File: config.mk
export PLATFORM = sky130hd
export DESIGN_NAME = audio_play_ctrl_flat
export DESIGN_NICKNAME = d
export VERILOG_FILES = /design/src/rtl/audio_play_ctrl_if.sv /design/src/rtl/audio_play_ctrl.sv /design/src/flat_wrapper.sv
export SDC_FILE = /design/constraint.sdc
export NUM_CORES = 1
export LEC_CHECK = 0
export ABC_AREA = 1
export CORE_MARGIN = 10
export CORE_UTILIZATION = 46
export CTS_CLUSTER_SIZE = 20
export DETAILED_ROUTE_END_ITERATION = 12
export MAX_ROUTING_LAYER = met4
export PLACE_DENSITY_LB_ADDON = 0.1
export REMOVE_ABC_BUFFERS = 1
export SLEW_MARGIN = 20
export SYNTH_ARGS = -nofsm -noshare
export SYNTH_HDL_FRONTEND = slang
export SYNTH_SLANG_ARGS = --single-unit
File: constraint.sdc
create_clock -name clk -period 2 [get_ports clk]
set_clock_uncertainty 0.05 [all_clocks]
set_input_delay 0.6 -clock clk [delete_from_list [all_inputs] [get_ports clk]]
set_output_delay 0.6 -clock clk [all_outputs]
set_load 0.01 [all_outputs]
File: src/rtl/audio_play_ctrl_if.sv
// Sample-source / DAC-driver bus of the playback sequencer.
// master = the sequencer, slave = sources, DAC driver and host.
interface audio_play_ctrl_if #(
  parameter int ADDR_W = 10,
  parameter int DATA_W = 16,
  parameter int CNT_W  = 16
);
  logic              start;
  logic              stop;
  logic              src_sel;
  logic [ADDR_W-1:0] tbl_len;
  logic              req;
  logic [ADDR_W-1:0] rom_addr;
  logic [DATA_W-1:0] rom_data;
  logic              fifo_empty;
  logic              fifo_rd;
  logic [DATA_W-1:0] fifo_q;
  logic [DATA_W-1:0] idata;
  logic              busy;
  logic [CNT_W-1:0]  underrun_cnt;

  modport master (
    input  start, stop, src_sel, tbl_len, req, rom_data, fifo_empty, fifo_q,
    output rom_addr, fifo_rd, idata, busy, underrun_cnt
  );
  modport slave (
    output start, stop, src_sel, tbl_len, req, rom_data, fifo_empty, fifo_q,
    input  rom_addr, fifo_rd, idata, busy, underrun_cnt
  );
endinterface

File: src/rtl/audio_play_ctrl.sv
// Playback sequencer: services DAC sample requests from the tone ROM or stream FIFO.
// Optional AUDIO_HOLD_LAST_EN: a stream underrun holds the last sample instead of silence.
module audio_play_ctrl #(
  parameter int ADDR_W = 10,
  parameter int DATA_W = 16,
  parameter int CNT_W  = 16
) (
  input  logic               clk,
  input  logic               rst,
  audio_play_ctrl_if.master  bus
);
  typedef enum logic [1:0] {IDLE, TONE, STREAM, STOPPING} state_t;

  state_t            state, state_nx;
  logic [ADDR_W-1:0] addr_r, addr_nx, len_r, len_nx;
  logic              src_r, src_nx;
  logic [DATA_W-1:0] idata_r, idata_nx;
  logic              rd_r, rd_nx, fwd_r;
  logic [CNT_W-1:0]  cnt_r, cnt_nx;
  logic              go;

  assign go = bus.start && !bus.stop;

  always_ff @(posedge clk) begin
    if (rst) state <= IDLE;
    else     state <= state_nx;
  end

  always_comb begin
    state_nx = state;
    case (state)
      IDLE:         if (go) state_nx = bus.src_sel ? STREAM : TONE;
      TONE, STREAM: if (bus.stop) state_nx = STOPPING;
      STOPPING:     if (bus.req) state_nx = IDLE;
      default:      state_nx = IDLE;
    endcase
  end

  always_comb begin
    addr_nx  = addr_r;
    len_nx   = len_r;
    src_nx   = src_r;
    idata_nx = idata_r;
    rd_nx    = 1'b0;
    cnt_nx   = cnt_r;
    bus.busy = (state != IDLE);
    // FIFO word arrives the cycle after the read strobe; commit what is forwarded.
    if (fwd_r) idata_nx = bus.fifo_q;
    case (state)
      IDLE: begin
        if (bus.req) idata_nx = '0;
        if (go) begin
          src_nx  = bus.src_sel;
          len_nx  = bus.tbl_len;
          addr_nx = '0;
        end
      end
      TONE, STREAM: begin
        if (bus.req) begin
          if (!src_r) begin
            idata_nx = bus.rom_data;
            addr_nx  = (addr_r == len_r) ? '0 : addr_r + 1'b1;
          end else if (!bus.fifo_empty) begin
            rd_nx = 1'b1;
          end else begin
`ifdef AUDIO_HOLD_LAST_EN
            idata_nx = idata_r;
`else
            idata_nx = '0;
`endif
            cnt_nx = (&cnt_r) ? cnt_r : cnt_r + 1'b1;
          end
        end
      end
      STOPPING: begin
        if (bus.req) begin
          idata_nx = '0;
          addr_nx  = '0;
        end
      end
      default: ;
    endcase
  end

  always_ff @(posedge clk) begin
    if (rst) begin
      addr_r  <= '0;
      len_r   <= '0;
      src_r   <= 1'b0;
      idata_r <= '0;
      rd_r    <= 1'b0;
      fwd_r   <= 1'b0;
      cnt_r   <= '0;
    end else begin
      addr_r  <= addr_nx;
      len_r   <= len_nx;
      src_r   <= src_nx;
      idata_r <= idata_nx;
      rd_r    <= rd_nx;
      fwd_r   <= rd_r;
      cnt_r   <= cnt_nx;
    end
  end

  // Forwarding fifo_q directly keeps the stream path at two cycles from req.
  assign bus.idata        = fwd_r ? bus.fifo_q : idata_r;
  assign bus.rom_addr     = addr_r;
  assign bus.fifo_rd      = rd_r;
  assign bus.underrun_cnt = cnt_r;
endmodule
File: src/flat_wrapper.sv
// flat-port wrapper written by rule: the top's interface ports become plain ports
module audio_play_ctrl_flat 
#(
  parameter int ADDR_W = 10,
  parameter int DATA_W = 16,
  parameter int CNT_W  = 16
)
  (clk, rst, bus_start, bus_stop, bus_src_sel, bus_tbl_len, bus_req, bus_rom_data, bus_fifo_empty, bus_fifo_q, bus_rom_addr, bus_fifo_rd, bus_idata, bus_busy, bus_underrun_cnt);
  audio_play_ctrl_if #(.ADDR_W(ADDR_W), .DATA_W(DATA_W), .CNT_W(CNT_W)) bus_i ();
  input  logic clk;
  input  logic rst;
  input wire logic [$bits(bus_i.start)-1:0] bus_start;
  input wire logic [$bits(bus_i.stop)-1:0] bus_stop;
  input wire logic [$bits(bus_i.src_sel)-1:0] bus_src_sel;
  input wire logic [$bits(bus_i.tbl_len)-1:0] bus_tbl_len;
  input wire logic [$bits(bus_i.req)-1:0] bus_req;
  input wire logic [$bits(bus_i.rom_data)-1:0] bus_rom_data;
  input wire logic [$bits(bus_i.fifo_empty)-1:0] bus_fifo_empty;
  input wire logic [$bits(bus_i.fifo_q)-1:0] bus_fifo_q;
  output wire logic [$bits(bus_i.rom_addr)-1:0] bus_rom_addr;
  output wire logic [$bits(bus_i.fifo_rd)-1:0] bus_fifo_rd;
  output wire logic [$bits(bus_i.idata)-1:0] bus_idata;
  output wire logic [$bits(bus_i.busy)-1:0] bus_busy;
  output wire logic [$bits(bus_i.underrun_cnt)-1:0] bus_underrun_cnt;
  assign bus_i.start = bus_start;
  assign bus_i.stop = bus_stop;
  assign bus_i.src_sel = bus_src_sel;
  assign bus_i.tbl_len = bus_tbl_len;
  assign bus_i.req = bus_req;
  assign bus_i.rom_data = bus_rom_data;
  assign bus_i.fifo_empty = bus_fifo_empty;
  assign bus_i.fifo_q = bus_fifo_q;
  assign bus_rom_addr = bus_i.rom_addr;
  assign bus_fifo_rd = bus_i.fifo_rd;
  assign bus_idata = bus_i.idata;
  assign bus_busy = bus_i.busy;
  assign bus_underrun_cnt = bus_i.underrun_cnt;
  audio_play_ctrl #(.ADDR_W(ADDR_W), .DATA_W(DATA_W), .CNT_W(CNT_W)) u_core (.clk(clk), .rst(rst), .bus(bus_i));
endmodule
---- Word level (Yosys, flattened, before mapping) ----
Index checks and enable logic that the tools add are counted.
word-level totals
  flip-flop bits (word level) ............. 57
  input port bits ......................... 49
  output and inout bits ................... 44
  word-level logic and storage cells ...... 53
cells by class
  add/subtract/negate cells ............... 2
  equality and inequality tests ........... 9
  muxes and demuxes ....................... 18
  bitwise logic cells ..................... 4
  reduce and logical (&&, ||, !) cells .... 12
operators by type and width
  kind                   count
  $mux 16                5
  $mux 10                5
  $pmux 16 s2            1
  $pmux 10 s3            1
  $add 16x1->16 const B  1
  $reduce_and 16->1      1
  $add 10x1->10 const B  1
  $eq 10x10->1           1
  $mux 2                 4
  $ne 2x2->1 const B     4
  $pmux 2 s3             1
  $reduce_and 5->1       1
  $eq 2x2->1 const B     2
  $not 1->1              4
  $reduce_and 4->1       1
  $reduce_or 2->1        2
  $reduce_or 4->1        1
  $reduce_and 3->1       1
  $eq 2x1->1 const B     1
  $logic_not 2->1        1
  $ne 2x1->1 const B     1
  $reduce_and 2->1       1
  $reduce_bool 2->1      1
  $logic_and 1x1->1      1
  other kinds (2)        2

---- Depth between registers and ports, before layout ----
  depth after elaboration ................. 5
  gate-level depth with buffers ........... 11
  gate-level depth less buffers ........... 11

---- Worst setup path before layout ----
No wires, ideal clock.
  path type ............................... register -> output
  start ................................... register u_core.fwd_r
  end ..................................... output bus_idata[10]
  arrival ................................. 1.043 ns
  required time ........................... 1.350 ns
  slack ................................... 0.307 ns
  cell stages (with the launch flop) ...... 4
  path buffers ............................ 2
  path through ............................ dfxtp_1 > buf_2 > buf_2 > mux2_2
on the way
  word-level cells in the longest chain between the ends .. 1
ends and longest elaborated chain
  element                 RTL line                text
  from (decl)             audio_play_ctrl.sv:18   logic rd_r, rd_nx, fwd_r;
  from (signal assigned)  audio_play_ctrl.sv:100  fwd_r <= rd_r;
  $mux 16                 audio_play_ctrl.sv:106  assign bus.idata = fwd_r ? bus.fifo_q : idata_r;
  to (decl)               flat_wrapper.sv:22      output wire logic [$bits(bus_i.idata)-1:0] bus_idata;
No other way between the ends.

---- Worst setup path in the final report ----
  start ................................... register u_core.fwd_r
  end ..................................... output bus_idata[6]
The elaborated chain is that of the path after synthesis.

==> results.md <==
STA:
- Setup repair after global routing left no endpoint under its margin.
- The maximum clock frequency is 0.5103 GHz.
- The count of final max-slew check failures is 0.
- At the pin with the least slew margin, the transition time is approximately 0.33 ns.
- The final setup slack of the worst path is ~0.041 ns.
- The final setup violation count is 0.
- The final cycle utilization of the critical path is a little over nine tenths.
- The final hold violation count is 0.
- The worst pin sits at a relative slew slack of between 70% and 80%.
- The worst path in the final design needs a cycle of approximately 2.0 ns, including I/O delays and setup.

Synth:
- In this run, synthesis inferred 0 flip-flops with an integrated enable.
- The synthesized area divided by synthesized cell count is 6.873 um^2.
- Sequential cells were found to cover about two fifths of the synthesized design area.
- The combined area of all synthesized cells is about 0.0029 mm^2.
- The count of mapped cells out of synthesis is about 420.
- In the synthesized netlist the dominant register cell turns out to be dfxtp_1.
- In this run, synthesis produced a sequential element count of between 50 and 60.
- The fraction of synthesized cell area taken by the top area cell type is about two fifths.
- The number of warnings printed during yosys synthesis is 0.
- After synthesis, the netlist uses 29 different library cells.
- The post-synthesis async set-or-reset flop share is 0%.
- The cell type with the largest total area after synthesis is dfxtp_1.
- After synthesis, the cell types taking the most area are dfxtp_1, nand2_1, inv_1.

Clock tree:
- The clock buffer count from CTS is 9.
- The number of buffers inserted for hold repair after clock tree synthesis is 0.
- In this run the number of H-tree levels came out at 3.
- The post-CTS clock slew at the launch and capture registers of the worst setup and hold paths is 0.06 ns.
- The clock reaches the later pin of the worst-skew pair after 0.34 ns.
- TritonCTS built the clock tree.
- The clock tree buffer depth is 2.
- The tree is rooted in a clkbuf_8.
- Clock tree synthesis found a total of 57 sinks.

Finish:
- The final layout contains just under 600 nets.
- The area growth from synthesis to final layout is 51.78%.
- The library cells used most frequently in the layout, excluding fill and tap cells, are nand2_1, inv_1, clkdlybuf4s50_1, nor2_1, dfxtp_1.
- The fraction of final layout cells sized beyond drive strength 1 is 18.01%.
- The layout has between 500 and 600 filler cells.
- The library cell used most frequently in the layout, excluding fill and tap cells, is nand2_1.
- At the end of the flow the core is filled with cells to about 73%.
- The number of antenna repair diodes is 0.

Hold path:
- The class of the tightest hold or removal check is flip-flop to flip-flop.

Routing:
- The count of nets left with antenna violations after detail routing is 0.
- The starting DRC count in detailed routing is around 110.
- Dividing the detail-routed wire length by the instance count gives about 14 um.
- For this block, the via count after detailed routing is 3022.
- The final routed DRC violation total is 0.
- The first TritonRoute pass finished after 4 iterations.
- For this block, the routed nets add up to between 8000 and 9000 um of wire.
- In the routed layout, each cell is associated on average with a via count of between 4 and 5.

Floorplanning:
- The total area inside the core boundary comes to ~0.0060 mm^2.
- From left edge to right edge, the die measures 99.59 um.
- The floorplan step defined a die boundary enclosing about 0.01 mm^2.
- Row generation in the floorplan step produced 28 rows.
- The number of top-level pins is 93.
- The floorplan die height is around 100 um.
- The initial utilization of the core area, before any placement, comes to 48.36%.

Setup path:
- The maximum cell stage delay along the critical path is approximately 0.37 ns.
- The worst endpoint required time is approximately 1.4 ns.
- The signal on the critical path passes through clkbuf_16 > mux2_4 > buf_6.
- The largest fanout on the critical path is 8.
- The endpoint arrival time on the critical path is roughly 1.3 ns.
- The slowest library cell on the worst path is dfxtp_4.
- The worst setup path is launched from a flip-flop.
- The worst setup path is captured at a primary output.
- The critical path is of the flip-flop to primary output type.

Pwr:
- VDD sags by at most between 0.8 and 0.9 mV.
- Dividing total power by cell area gives a power density of between 800 and 900 mW/mm^2.
- The static leakage is between 1.5 and 2 nW.

Job:
- The max-capacitance violation count is 0.

Global routing:
- The via count of the first global-routing pass is just under 3000.
- The pin count of the biggest net entering global routing is 26.
- The residual overflow from global routing is 0.
- The overall global routing resource usage is about 17%.
- The first global-routing pass estimated roughly 14000 um of wire.
- The number of antenna violations at the first check in global routing is 0.

Placement:
- The worst-case setup slack after placement is -0.4309 ns.
- The count of buffers added on input and output ports is 92.
- Routability-driven placement finished with a final weighted congestion of slightly below 0.9.
- The HPWL after detailed placement is between 6000 and 7000 um.

Outcome:
- The run finished with clean final reports.
where the power goes:
part / switching [mW] / total, mW / internal [mW] / leakage [nW]
clock: 0.474 / 1.15 / 0.675 / 0.105
sequential: 0.0696 / 1.33 / 1.26 / 0.467
combinational: 0.726 / 1.41 / 0.689 / 1.37
total: 1.27 / 3.89 / 2.62 / 1.94
synth_stat cells, types with 2 or more instances:
cell,instances
clkbuf_1,6
nand3_1,17
nor3_1,4
nand4_1,2
o21ai_0,19
o21bai_1,4
inv_1,55
inv_2,2
buf_2,4
ha_1,4
nand2_4,2
mux2_2,16
nand2_1,121
nor2_2,4
nor2_1,49
a21oi_1,38
xor2_1,9
dfxtp_1,57
flip-flops by register name, summed over array words and instances, names as in the netlist:
name                     flops
u_core.bus.underrun_cnt     16
u_core.idata_r              16
u_core.bus.rom_addr         10
u_core.len_r                10
u_core.state                 2
u_core.bus.fifo_rd           1
u_core.fwd_r                 1
u_core.src_r                 1
critical path, delay by kind of cell (launching register included):
family / cells / cell delay (ns)
flip-flops: 1 / 0.37
buffers and inverters: 2 / 0.29
multiplexers: 1 / 0.31
stage by stage:
step / hold slack, ns / area, um^2 / std cells / setup TNS (ns) / total power, mW
finish: 0.3743 / 4423 / 619 / 0 / 3.891
global route: 0.4141 / 4423 / 619 / 0 / 4.153
CTS: 0.3829 / 4372 / 618 / 0 / 3.913
detailed placement: 0.3734 / 4060 / 598 / -9.704 / 2.717
global placement: 0.3575 / 4060 / 598 / -8.522 / 2.673
floorplan: 0.3872 / 2853 / 412 / 0 / 2.041
logic make-up (layout without fill, tap and decap cells):
family / count (synthesis) / count (layout) / share of synthesized area (%)
xor gates and xnor gates: 9 / 9 / 2.705
and+or+nand+nor: 204 / 204 / 29.11
buffers and inverters: 70 / 190 / 9.661
DFF: 57 / 57 / 39.16
muxes: 16 / 16 / 6.183
adders and majority gates: 4 / 4 / 1.718
AOI/OAI and AO/OA: 64 / 64 / 11.46
final cells by class:
class | instances | area, um^2 | share of cell area, %
Multi-Input combinational cell | 297 | 1558 | 35.22
Timing Repair Buffer | 116 | 1181 | 26.70
Sequential cell | 57 | 1155 | 26.11
Inverter | 58 | 220.2 | 4.979
Clock buffer | 12 | 165.2 | 3.734
Tap cell | 75 | 93.84 | 2.122
Clock inverter | 4 | 50.05 | 1.132
path summary, 6_finish.rpt:
check,slack [ns],endpoint,cells past startpoint,start
setup / recovery,0.04,bus_idata[6],3,u_core.fwd_r
setup reg to reg,0.27,u_core.bus.underrun_cnt[2],8,u_core.bus.underrun_cnt[0]
hold / removal,0.37,u_core.fwd_r,2,u_core.bus.fifo_rd
hold reg to reg,0.37,u_core.fwd_r,2,u_core.bus.fifo_rd
timing repair:
item                                    4_1_cts  5_1_grt
endpoints found under the setup margin       22       27
endpoints found under the hold margin         0        0
cloned                                        0        1
setup buffers                                 4        0
gates resized for setup                     119       15
layer usage:
metal / wire length [um] / up-vias / GRT usage (%)
li1: - / 1559 / -
met1: 4241 / 1360 / 20.84
met2: 3816 / 93 / 27.25
met3: 364 / 10 / 3.668
met4: 102 / 0 / 6.284
met5: 0 / - / -
Power figures use the tool's default switching activity.
